### config.mk
export PLATFORM = sky130hd
export DESIGN_NAME = sw_alloc_credit_sched
export DESIGN_NICKNAME = d
export VERILOG_FILES = /design/src/rtl/sw_alloc_credit_sched_pkg.sv /design/src/rtl/sw_alloc_credit_sched_rr_arbiter.sv /design/src/rtl/sw_alloc_credit_sched.sv
export SDC_FILE = /design/constraint.sdc
export NUM_CORES = 1
export LEC_CHECK = 0
export ABC_AREA = 0
export BUFFER_PORTS_ARGS = -buffer_cell sky130_fd_sc_hd__buf_2
export CAP_MARGIN = 20
export CELL_PAD_IN_SITES_DETAIL_PLACEMENT = 2
export CELL_PAD_IN_SITES_GLOBAL_PLACEMENT = 2
export CORE_UTILIZATION = 30
export CTS_BUF_LIST = sky130_fd_sc_hd__clkbuf_4
export DETAILED_ROUTE_END_ITERATION = 10
export GPL_ROUTABILITY_DRIVEN = 0
export GPL_TIMING_DRIVEN = 1
export PLACE_DENSITY_LB_ADDON = 0.12
export SYNTH_ARGS = -nofsm -noshare
export SYNTH_HDL_FRONTEND = slang
export SYNTH_SLANG_ARGS = --single-unit
### constraint.sdc
create_clock -name clk -period 13 [get_ports clk]
set_input_delay 1.95 -clock clk [delete_from_list [all_inputs] [get_ports clk]]
set_output_delay 1.95 -clock clk [all_outputs]
set_load 0.05 [all_outputs]
### src/rtl/sw_alloc_credit_sched_pkg.sv
// rtl/sw_alloc_credit_sched_pkg.sv - shared router constants and credit types for the switch allocator
// Provides: NUM_PORTS, NUM_VC, LOCAL_PORT, CREDIT_MAX, VC_BITS, CNT_BITS,
//           credit_cnt_t, port_vec_t and the is_onehot() destination check.
package sw_alloc_credit_sched_pkg;
  localparam int NUM_PORTS  = 5;
  localparam int NUM_VC     = 4;
  localparam int LOCAL_PORT = NUM_PORTS - 1;
  localparam int CREDIT_MAX = 4;
  localparam int VC_BITS    = $clog2(NUM_VC);
  localparam int CNT_BITS   = $clog2(CREDIT_MAX + 1);

  typedef logic [CNT_BITS-1:0]  credit_cnt_t;
  typedef logic [NUM_PORTS-1:0] port_vec_t;

  // A destination is usable only if exactly one output bit is set.
  function automatic logic is_onehot(port_vec_t v);
    return (v != '0) && ((v & (v - port_vec_t'(1))) == '0);
  endfunction
endpackage

### src/rtl/sw_alloc_credit_sched_rr_arbiter.sv
// rtl/sw_alloc_credit_sched_rr_arbiter.sv - combinational round-robin arbiter
// Ports: req[N] requests, ptr highest-priority index; gnt one-hot winner,
//        gnt_idx winner index, any asserted when some request won.
module rr_arbiter #(
  parameter int N  = 4,
  parameter int IW = (N > 1) ? $clog2(N) : 1
) (
  input  logic [N-1:0]  req,
  input  logic [IW-1:0] ptr,
  output logic [N-1:0]  gnt,
  output logic [IW-1:0] gnt_idx,
  output logic          any
);
  logic [IW-1:0] idx;

  // Scan from ptr upward with wrap-around; the first requester wins.
  always_comb begin
    gnt     = '0;
    gnt_idx = '0;
    any     = 1'b0;
    idx     = '0;
    for (int i = 0; i < N; i++) begin
      idx = IW'((int'(ptr) + i) % N);
      if (!any && req[idx]) begin
        any      = 1'b1;
        gnt[idx] = 1'b1;
        gnt_idx  = idx;
      end
    end
  end
endmodule

### src/rtl/sw_alloc_credit_sched.sv
// rtl/sw_alloc_credit_sched.sv - separable input-first switch allocator with per-output credits
// Ports: clk, reset (async active-low); sa_req/sa_dst_port per input VC;
//        dwnstr_router_increment credit returns per non-local output;
//        sa_allocated_ports/vc_index/vc_read_valid registered grants per input;
//        credit_avail per non-local output; credit_err sticky overflow flag.
module sw_alloc_credit_sched
  import sw_alloc_credit_sched_pkg::*;
(
  input  logic                                      clk,
  input  logic                                      reset,
  input  logic [NUM_PORTS*NUM_VC-1:0]               sa_req,
  input  logic [NUM_PORTS*NUM_VC-1:0][NUM_PORTS-1:0] sa_dst_port,
  input  logic [NUM_PORTS-2:0]                      dwnstr_router_increment,
  output logic [NUM_PORTS-1:0][NUM_PORTS-1:0]       sa_allocated_ports,
  output logic [NUM_PORTS-1:0][VC_BITS-1:0]         vc_index,
  output logic [NUM_PORTS-1:0]                      vc_read_valid,
  output logic [NUM_PORTS-2:0]                      credit_avail,
  output logic                                      credit_err
);
  localparam int PORT_BITS = $clog2(NUM_PORTS);
  localparam int NL        = NUM_PORTS - 1;

  logic [NUM_PORTS-1:0][VC_BITS-1:0]   in_ptr_q, in_ptr_d;
  logic [NUM_PORTS-1:0][PORT_BITS-1:0] out_ptr_q, out_ptr_d;
  credit_cnt_t [NL-1:0]                credit_q, credit_d;
  logic                                credit_err_q, credit_err_d;
  logic [NUM_PORTS-1:0][NUM_PORTS-1:0] alloc_q, alloc_d;
  logic [NUM_PORTS-1:0][VC_BITS-1:0]   vc_idx_q, vc_idx_d;
  logic [NUM_PORTS-1:0]                valid_q, valid_d;

  logic [NUM_PORTS*NUM_VC-1:0]         elig;
  logic [NUM_PORTS-1:0][NUM_VC-1:0]    s1_gnt;
  logic [NUM_PORTS-1:0][VC_BITS-1:0]   s1_vc;
  logic [NUM_PORTS-1:0]                s1_any;
  logic [NUM_PORTS-1:0][NUM_PORTS-1:0] s1_dst;
  logic [NUM_PORTS-1:0][NUM_PORTS-1:0] s2_req, s2_gnt;  // [output][input]
  logic [NUM_PORTS-1:0][PORT_BITS-1:0] s2_idx;
  logic [NUM_PORTS-1:0]                s2_any;

  always_comb begin
    credit_avail = '0;
    for (int o = 0; o < NL; o++) credit_avail[o] = (credit_q[o] != '0);
  end

  // Eligibility uses the registered count, so a count of 1 admits one grant per edge.
  always_comb begin
    elig = '0;
    for (int i = 0; i < NUM_PORTS*NUM_VC; i++) begin
      elig[i] = sa_req[i] && is_onehot(sa_dst_port[i]) &&
                (sa_dst_port[i][LOCAL_PORT] || (|(sa_dst_port[i][NL-1:0] & credit_avail)));
    end
  end

  for (genvar p = 0; p < NUM_PORTS; p++) begin : g_stage1
    rr_arbiter #(.N(NUM_VC), .IW(VC_BITS)) u_vc_arb (
      .req     (elig[p*NUM_VC +: NUM_VC]),
      .ptr     (in_ptr_q[p]),
      .gnt     (s1_gnt[p]),
      .gnt_idx (s1_vc[p]),
      .any     (s1_any[p])
    );
  end

  always_comb begin
    s1_dst = '0;
    s2_req = '0;
    for (int p = 0; p < NUM_PORTS; p++) begin
      for (int v = 0; v < NUM_VC; v++) begin
        if (s1_gnt[p][v]) s1_dst[p] = s1_dst[p] | sa_dst_port[p*NUM_VC+v];
      end
      for (int o = 0; o < NUM_PORTS; o++) s2_req[o][p] = s1_any[p] & s1_dst[p][o];
    end
  end

  for (genvar o = 0; o < NUM_PORTS; o++) begin : g_stage2
    rr_arbiter #(.N(NUM_PORTS), .IW(PORT_BITS)) u_port_arb (
      .req     (s2_req[o]),
      .ptr     (out_ptr_q[o]),
      .gnt     (s2_gnt[o]),
      .gnt_idx (s2_idx[o]),
      .any     (s2_any[o])
    );
  end

  always_comb begin
    in_ptr_d     = in_ptr_q;
    out_ptr_d    = out_ptr_q;
    credit_d     = credit_q;
    credit_err_d = credit_err_q;
    alloc_d      = '0;
    vc_idx_d     = '0;
    valid_d      = '0;
    // Only a final grant moves in_ptr; a stage-1 winner that loses keeps its priority.
    for (int p = 0; p < NUM_PORTS; p++) begin
      for (int o = 0; o < NUM_PORTS; o++) alloc_d[p][o] = s2_gnt[o][p];
      valid_d[p] = |alloc_d[p];
      if (valid_d[p]) begin
        vc_idx_d[p] = s1_vc[p];
        in_ptr_d[p] = (s1_vc[p] == VC_BITS'(NUM_VC-1)) ? '0 : s1_vc[p] + VC_BITS'(1);
      end
    end
    for (int o = 0; o < NUM_PORTS; o++) begin
      if (s2_any[o]) begin
        out_ptr_d[o] = (s2_idx[o] == PORT_BITS'(NUM_PORTS-1)) ? '0 : s2_idx[o] + PORT_BITS'(1);
      end
    end
    // Grant and return in the same cycle cancel; a return at full count is an overflow.
    for (int o = 0; o < NL; o++) begin
      if (dwnstr_router_increment[o] && !s2_any[o]) begin
        if (credit_q[o] == credit_cnt_t'(CREDIT_MAX)) credit_err_d = 1'b1;
        else credit_d[o] = credit_q[o] + credit_cnt_t'(1);
      end else if (!dwnstr_router_increment[o] && s2_any[o]) begin
        credit_d[o] = credit_q[o] - credit_cnt_t'(1);
      end
    end
  end

  always_ff @(posedge clk or negedge reset) begin
    if (!reset) begin
      in_ptr_q     <= '0;
      out_ptr_q    <= '0;
      credit_q     <= {NL{credit_cnt_t'(CREDIT_MAX)}};
      credit_err_q <= 1'b0;
      alloc_q      <= '0;
      vc_idx_q     <= '0;
      valid_q      <= '0;
    end else begin
      in_ptr_q     <= in_ptr_d;
      out_ptr_q    <= out_ptr_d;
      credit_q     <= credit_d;
      credit_err_q <= credit_err_d;
      alloc_q      <= alloc_d;
      vc_idx_q     <= vc_idx_d;
      valid_q      <= valid_d;
    end
  end

  assign sa_allocated_ports = alloc_q;
  assign vc_index           = vc_idx_q;
  assign vc_read_valid      = valid_q;
  assign credit_err         = credit_err_q;
endmodule
==> impl_metrics.csv, run 1 <==
group,metric,value,unit
critical_path,crit-reg2reg-launch,"in_ptr_q[2]$_DFFE_PN0P_",
critical_path,critPathMaxFanout,18,
timing,rsz0062_at_grt,"false",
yosys,yosys_register_bits,78,
timing,fmax,119,MHz
yosys,ys_async_sr_fraction,1.00,
cts,cts_setup_buffers,0,
cts,cts_buffer_depth,2,
route,vias,19000,
timing,finalHoldViolCount,0,
route,drt-wirelength-per-cell,25.1,µm
floorplanning,start_util,0.305,
cts,htree_levels,3,
timing,fin_crit,8.39,ns
placed_design,portBuffers,170,
placed_design,dp.cells,3026,
yosys,synthCells,2219,
yosys,synthDistinctLibCells,111,
timing,finClkSkew,0.0494,ns
yosys,synth-edff-count,0,
floorplanning,core_area,54100,µm²
cells_and_area,final_common_cell,"nand2_1",
worst_hold_path,hp-start,"credit_q[0]$_DFFE_PN0P_",
yosys,yosysSeqAreaShare,0.119,
cts,cts.clk_slew.worst_paths,0.19,ns
critical_path,rr_endpoint,"credit_q[5]$_DFFE_PN1P_",
critical_path,worst-setup-path-type,"input port to flop",
global_route,grt_pass1_vias,19800,
yosys,postSynthNetCount,2507,
timing,finalCritPeriodShare,0.645,
cells_and_area,nets,2629,
timing,drv_slew,0,
critical_path,crit_chain,"buf_2 -> nand2b_1 -> a2111oi_0 -> nor2_1 -> or2_2 -> mux4_2 -> o21ai_0 -> o22ai_1 -> a211oi_1 -> nand2_1 -> a221oi_1 -> nor4b_2 -> nand3_1 -> nor2_1 -> inv_1 -> fa_1 -> nor3b_1 -> a211oi_1 -> a211oi_1",
cts,cts_root_buffer,"clkbuf_4",
route,drtIter0Drc,1147,
global_route,gr-usage-all-layers,0.270,
critical_path,reg2reg_slack,5.28,ns
critical_path,rr_worst_depth,17,
cells_and_area,finalNonFillerCells,3053,
timing,tightest_slew,1.11,ns
global_route,grt-ovfl-total,0,
route,vias_per_cell,6.22,
run_status,status,"completed",
route,drc,0,
worst_hold_path,worstHoldEndpoint,"credit_q[0]$_DFFE_PN0P_",
critical_path,required,13.57,ns
run,cap_violations,0,
critical_path,worstPathArrival,8.96,ns
floorplanning,die_y,237,µm
floorplanning,die_w,237,µm
cts,cts_tree,"built",
cts,cts.sinks,78,
yosys,synth-main-ff-cell,"dfrtp_1",
floorplanning,row_count,85,
cts,post_cts_resized,0,
cells_and_area,syn2layout_area_growth,10.1,%
yosys,syn_area,16500,µm²
cts,cts_buffers,9,
cts,postCtsHoldBufs,0,
yosys,syn_area_per_cell,7.44,µm²
worst_hold_path,hold_path.class,"flop to flop",
global_route,antenna_found_initial,10,
timing,timing.final.setup_violations,0,
critical_path,cp-end-kind,"flop",
placed_design,hpwl,62.2,mm
critical_path,path_common_cell,"a211oi_1",
timing,timing.setup.tns,0,ns
timing,max_slew_margin,0.248,
yosys,yosys_warnings,0,
critical_path,cpMaxStageDelayCell,"nor4b_2",
route,drtPass1Iterations,7,
critical_path,critPathLaunchType,"input port",
floorplanning,ioPinCount,171,
floorplanning,die-area,55900,µm²
critical_path,slowest_delay,0.93,ns
cts,clock_latency,0.64,ns
cells_and_area,drive_gt1_frac,0.138,
route,drt-total-wl,76.7,mm
worst_hold_path,hold_depth,1,
global_route,grt_pass1_wl,119,mm
global_route,grt_max_degree,41,
route,ant_nets,0,
cells_and_area,final_cell_mix,"nand2_1, nor2_1, buf_2",
## critical path: cells and delay by family
family,cells,cell delay (ns)
adders and majority gates,1,0.42
buffers and inverters,2,0.23
AOI/OAI and AO/OA,7,2.54
and+or+nand+nor,8,3.17
muxes,1,0.63
## cell usage after synthesis (13+ instances only)
| cell type | instances | area share |
|---|---|---|
| mux2i_1 | 42 | 0.025 |
| nand2_1 | 213 | 0.048 |
| nor4_1 | 22 | 0.0083 |
| a22o_1 | 14 | 0.0074 |
| nand2b_1 | 37 | 0.014 |
| a22oi_1 | 64 | 0.029 |
| nand3b_1 | 24 | 0.011 |
| nand4_1 | 13 | 0.0049 |
| nor2_1 | 169 | 0.038 |
| inv_1 | 126 | 0.029 |
| o22ai_1 | 27 | 0.010 |
| o21a_1 | 18 | 0.0082 |
| xor2_1 | 23 | 0.012 |
| clkbuf_1 | 49 | 0.011 |
| nor2b_1 | 29 | 0.011 |
| or3_1 | 25 | 0.0095 |
| a222oi_1 | 21 | 0.013 |
| o221ai_1 | 23 | 0.012 |
| mux2_2 | 18 | 0.012 |
| a211oi_1 | 17 | 0.0077 |
| nand3_1 | 56 | 0.017 |
| nor3b_1 | 17 | 0.0077 |
| o21ai_0 | 134 | 0.041 |
| ha_1 | 157 | 0.12 |
| xnor2_1 | 70 | 0.037 |
| a2111oi_0 | 13 | 0.0069 |
| a21o_1 | 20 | 0.0091 |
| o211ai_1 | 19 | 0.0086 |
| and2_1 | 36 | 0.014 |
| o31ai_1 | 16 | 0.0073 |
| nor3_1 | 83 | 0.025 |
| or2_2 | 18 | 0.0068 |
| a31oi_1 | 42 | 0.016 |
| dfrtp_1 | 74 | 0.11 |
| a221oi_1 | 31 | 0.016 |
| a21oi_1 | 151 | 0.046 |
| o31a_1 | 15 | 0.0080 |
## kinds of logic (layout without fill, tap and decap cells)
family | count (synthesis) | after routing | share of synthesized area
muxes | 75 | 75 | 0.0564
adders and majority gates | 162 | 162 | 0.125
xor gates and xnor gates | 93 | 93 | 0.0494
buffers and inverters | 205 | 332 | 0.0494
AOI/OAI and AO/OA | 793 | 793 | 0.345
DFF | 78 | 78 | 0.119
and+or+nand+nor | 813 | 813 | 0.256
other | 0 | 11 | 0
## layout make-up
type,count,area [µm²]
Clock buffer,11,82.6
Antenna cell,11,27.5
Multi-Input combinational cell,1936,13700
Sequential cell,78,1960
Timing Repair Buffer,181,936
Tap cell,696,871
Clock inverter,5,58.8
Inverter,135,507
Fill cell,6430,36000
## sequential cells by signal, summed over array words and instances (netlist names)
| register | count |
|---|---|
| credit_err | 1 |
| vc_read_valid | 5 |
| in_ptr_q | 10 |
| vc_index | 10 |
| sa_allocated_ports | 25 |
| out_ptr_q | 15 |
| credit_q | 12 |
## how the worst max path moves through the flow
stage                                 to  slack, ns             from  cells after the start
3_3_place_gp     credit_q[5]$_DFFE_PN1P_       4.41  sa_dst_port[69]                     19
6_report         credit_q[5]$_DFFE_PN1P_       4.61  sa_dst_port[66]                     19
3_5_place_dp     credit_q[5]$_DFFE_PN1P_       4.10  sa_dst_port[69]                     19
2_1_floorplan  out_ptr_q[10]$_DFFE_PN0P_       6.10  sa_dst_port[19]                     18
4_1_cts          credit_q[5]$_DFFE_PN1P_       4.77  sa_dst_port[69]                     19
5_1_grt          credit_q[5]$_DFFE_PN1P_       4.13  sa_dst_port[69]                     19
## per-stage QoR
| step | setup WS, ns | instance area [µm²] | hold WS, ns | utilization |
|---|---|---|---|---|
| finish | 4.61 | 18200 | 0.547 | 0.336 |
| global placement | 4.41 | 18000 | 0.514 | 0.333 |
| CTS | 4.77 | 18100 | 0.548 | 0.335 |
| global route | 4.13 | 18200 | 0.594 | 0.335 |
| detailed placement | 4.10 | 18000 | 0.527 | 0.333 |
| floorplan | 6.10 | 16500 | 0.480 | - |
## per-layer routing
layer | global-route usage | up-vias | wire length (µm)
met5 | 0 | - | 32
met4 | 0.0913 | 6 | 1860
met3 | 0.0289 | 94 | 2820
met2 | 0.455 | 380 | 36800
met1 | 0.356 | 9747 | 35200
li1 | - | 8758 | -
Power of run 1 is left out: the tool's default activity adds up to more than one toggle a clock period on the data nets, which glitch-free logic cannot reach.
==> inputs of run 2 (changes only) <==
==> constraint.sdc (replaced) <==
create_clock -name clk -period 7.9 [get_ports clk]
set_input_delay 1.185 -clock clk [delete_from_list [all_inputs] [get_ports clk]]
set_output_delay 1.185 -clock clk [all_outputs]
set_load 0.05 [all_outputs]
==> run 2 against run 1 <==
Compared with the run above:
- register-to-register slack got worse by 4.8 ns
- global-route usage rose by 0.30 points
- setup slack got worse by 4.2 ns
- worst hold slack got worse by 0.010 ns
- highest routed layer unchanged
==> impl_metrics.csv, run 2 (same netlist as run 1, synthesis figures left out) <==
group,metric,value,unit
run_status,status,"completed",
critical_path,slowest_delay,0.83,ns
global_route,gr-usage-all-layers,0.273,
floorplanning,core_area,54100,µm²
placed_design,placed_cell_area,18200,µm²
floorplanning,row_count,85,
cells_and_area,final_common_cell,"nand2_1",
cts,cts.sinks,78,
route,vias,19100,
route,drc,0,
timing,finClkSkew,0.0490,ns
critical_path,required,8.44,ns
critical_path,crit-reg2reg-launch,"credit_q[1]$_DFFE_PN0P_",
placed_design,portBuffers,170,
global_route,grt-ovfl-total,0,
global_route,grt_max_degree,43,
timing,finalCritPeriodShare,0.942,
floorplanning,start_util,0.305,
route,wl_met3,3.49,mm
timing,tightest_slew,1.09,ns
worst_hold_path,hold_depth,1,
cells_and_area,nFillCells,6451,
route,drtPass1Iterations,8,
timing,finalHoldViolCount,0,
global_route,antenna_found_initial,13,
critical_path,worstPathArrival,7.98,ns
timing,fin_crit,7.44,ns
cells_and_area,nets,2663,
timing,max_slew_margin,0.270,
cts,cts.clk_slew.worst_paths,0.18,ns
critical_path,rr_worst_depth,19,
critical_path,reg2reg_slack,0.46,ns
floorplanning,die-area,55900,µm²
cells_and_area,multi_input_area,13700,µm²
cts,htree_levels,3,
cts,cts_setup_buffers,0,
worst_hold_path,hold_path.class,"flop to flop",
critical_path,critPathBufInv,2,
worst_hold_path,worstHoldEndpoint,"credit_q[0]$_DFFE_PN0P_",
route,dr.max_layer_used,"met5",
timing,holdWs,0.537,ns
run,cap_violations,0,
floorplanning,ioPinCount,171,
route,wl_met1,36.0,mm
route,vias_per_cell,6.21,
worst_hold_path,hp-start,"credit_q[0]$_DFFE_PN0P_",
critical_path,cpMaxStageDelayCell,"or3_1",
critical_path,worst-setup-path-type,"flop to flop",
cts,cts_buffers,9,
floorplanning,die_w,237,µm
cts,cts_root_buffer,"clkbuf_4",
cts,postCtsHoldBufs,0,
timing,timing.final.setup_violations,0,
cells_and_area,final_cell_mix,"nand2_1, nor2_1, buf_2",
route,drtIter0Drc,1183,
cts,post_cts_resized,0,
cells_and_area,syn2layout_area_growth,11.7,%
cells_and_area,largest_reg_flops,25,
timing,fmax,134,MHz
placed_design,hpwl,63.1,mm
critical_path,critPathLaunchType,"flop",
floorplanning,die_y,237,µm
global_route,grt_pass1_vias,19800,
global_route,grt_pass1_wl,120,mm
cts,cts_tree,"built",
timing,rsz0062_at_grt,"false",
cts,cts_buffer_depth,2,
route,drt-wirelength-per-cell,25.3,µm
cells_and_area,seqCellArea,1960,µm²
critical_path,cpLargestDelayFamily,"simple AND/OR/NAND/NOR gates",
critical_path,rr_endpoint,"credit_q[5]$_DFFE_PN1P_",
route,drt-total-wl,77.8,mm
cts,clock_latency,0.64,ns
critical_path,cp-end-kind,"flop",
critical_path,critPathMaxFanout,14,
timing,drv_slew,0,
route,route.met2.wl,36.5,mm
critical_path,crit_chain,"or3_1 -> buf_4 -> a222oi_1 -> nand2_1 -> and3_1 -> mux4_2 -> a221oi_1 -> a21oi_1 -> a222oi_1 -> nand2_1 -> a221oi_1 -> nor4b_2 -> nand3_1 -> nor2_1 -> inv_1 -> fa_1 -> nor3b_1 -> a211oi_1 -> a211oi_1",
route,ant_nets,0,
cells_and_area,stdcell_area,18400,µm²
cells_and_area,drive_gt1_frac,0.150,
timing,timing.setup.tns,0,ns
-- run 2: routing by layer --
metal	GRT usage	vias to the layer above
met5	0	-
met4	0.0807	16
met3	0.0350	111
met2	0.453	463
met1	0.366	9734
li1	-	8819
-- run 2: how the worst max path moves through the flow --
stage          cells after the start  slack [ns]                         to                    start
2_1_floorplan                     18        1.77  out_ptr_q[10]$_DFFE_PN0P_          sa_dst_port[19]
3_3_place_gp                      18        0.62    in_ptr_q[2]$_DFFE_PN0P_          sa_dst_port[94]
3_5_place_dp                      20        0.36    credit_q[5]$_DFFE_PN1P_          sa_dst_port[74]
4_1_cts                           19        0.54    credit_q[5]$_DFFE_PN1P_  credit_q[1]$_DFFE_PN0P_
5_1_grt                           19        0.10    credit_q[5]$_DFFE_PN1P_  credit_q[1]$_DFFE_PN0P_
6_report                          19        0.46    credit_q[5]$_DFFE_PN1P_  credit_q[1]$_DFFE_PN0P_
-- run 2: through the flow --
step / setup WS [ns] / cells / utilization
after floorplan: 1.77 / 2219 / -
after global placement: 0.618 / 3057 / 0.337
after detailed placement: 0.364 / 3057 / 0.337
after CTS: 0.539 / 3073 / 0.340
after global routing: 0.104 / 3079 / 0.340
final: 0.457 / 3082 / 0.341
-- run 2: final cells by class --
type	count	share of cell area
multi-input cells	1936	0.745
inverters	135	0.0275
clock buffers	10	0.00407
well taps	696	0.0472
flip-flops and latches	78	0.106
clock inverters	6	0.00380
diodes	6	0.000814
repair buffers	215	0.0654
Power of run 2 is left out for the same reason.
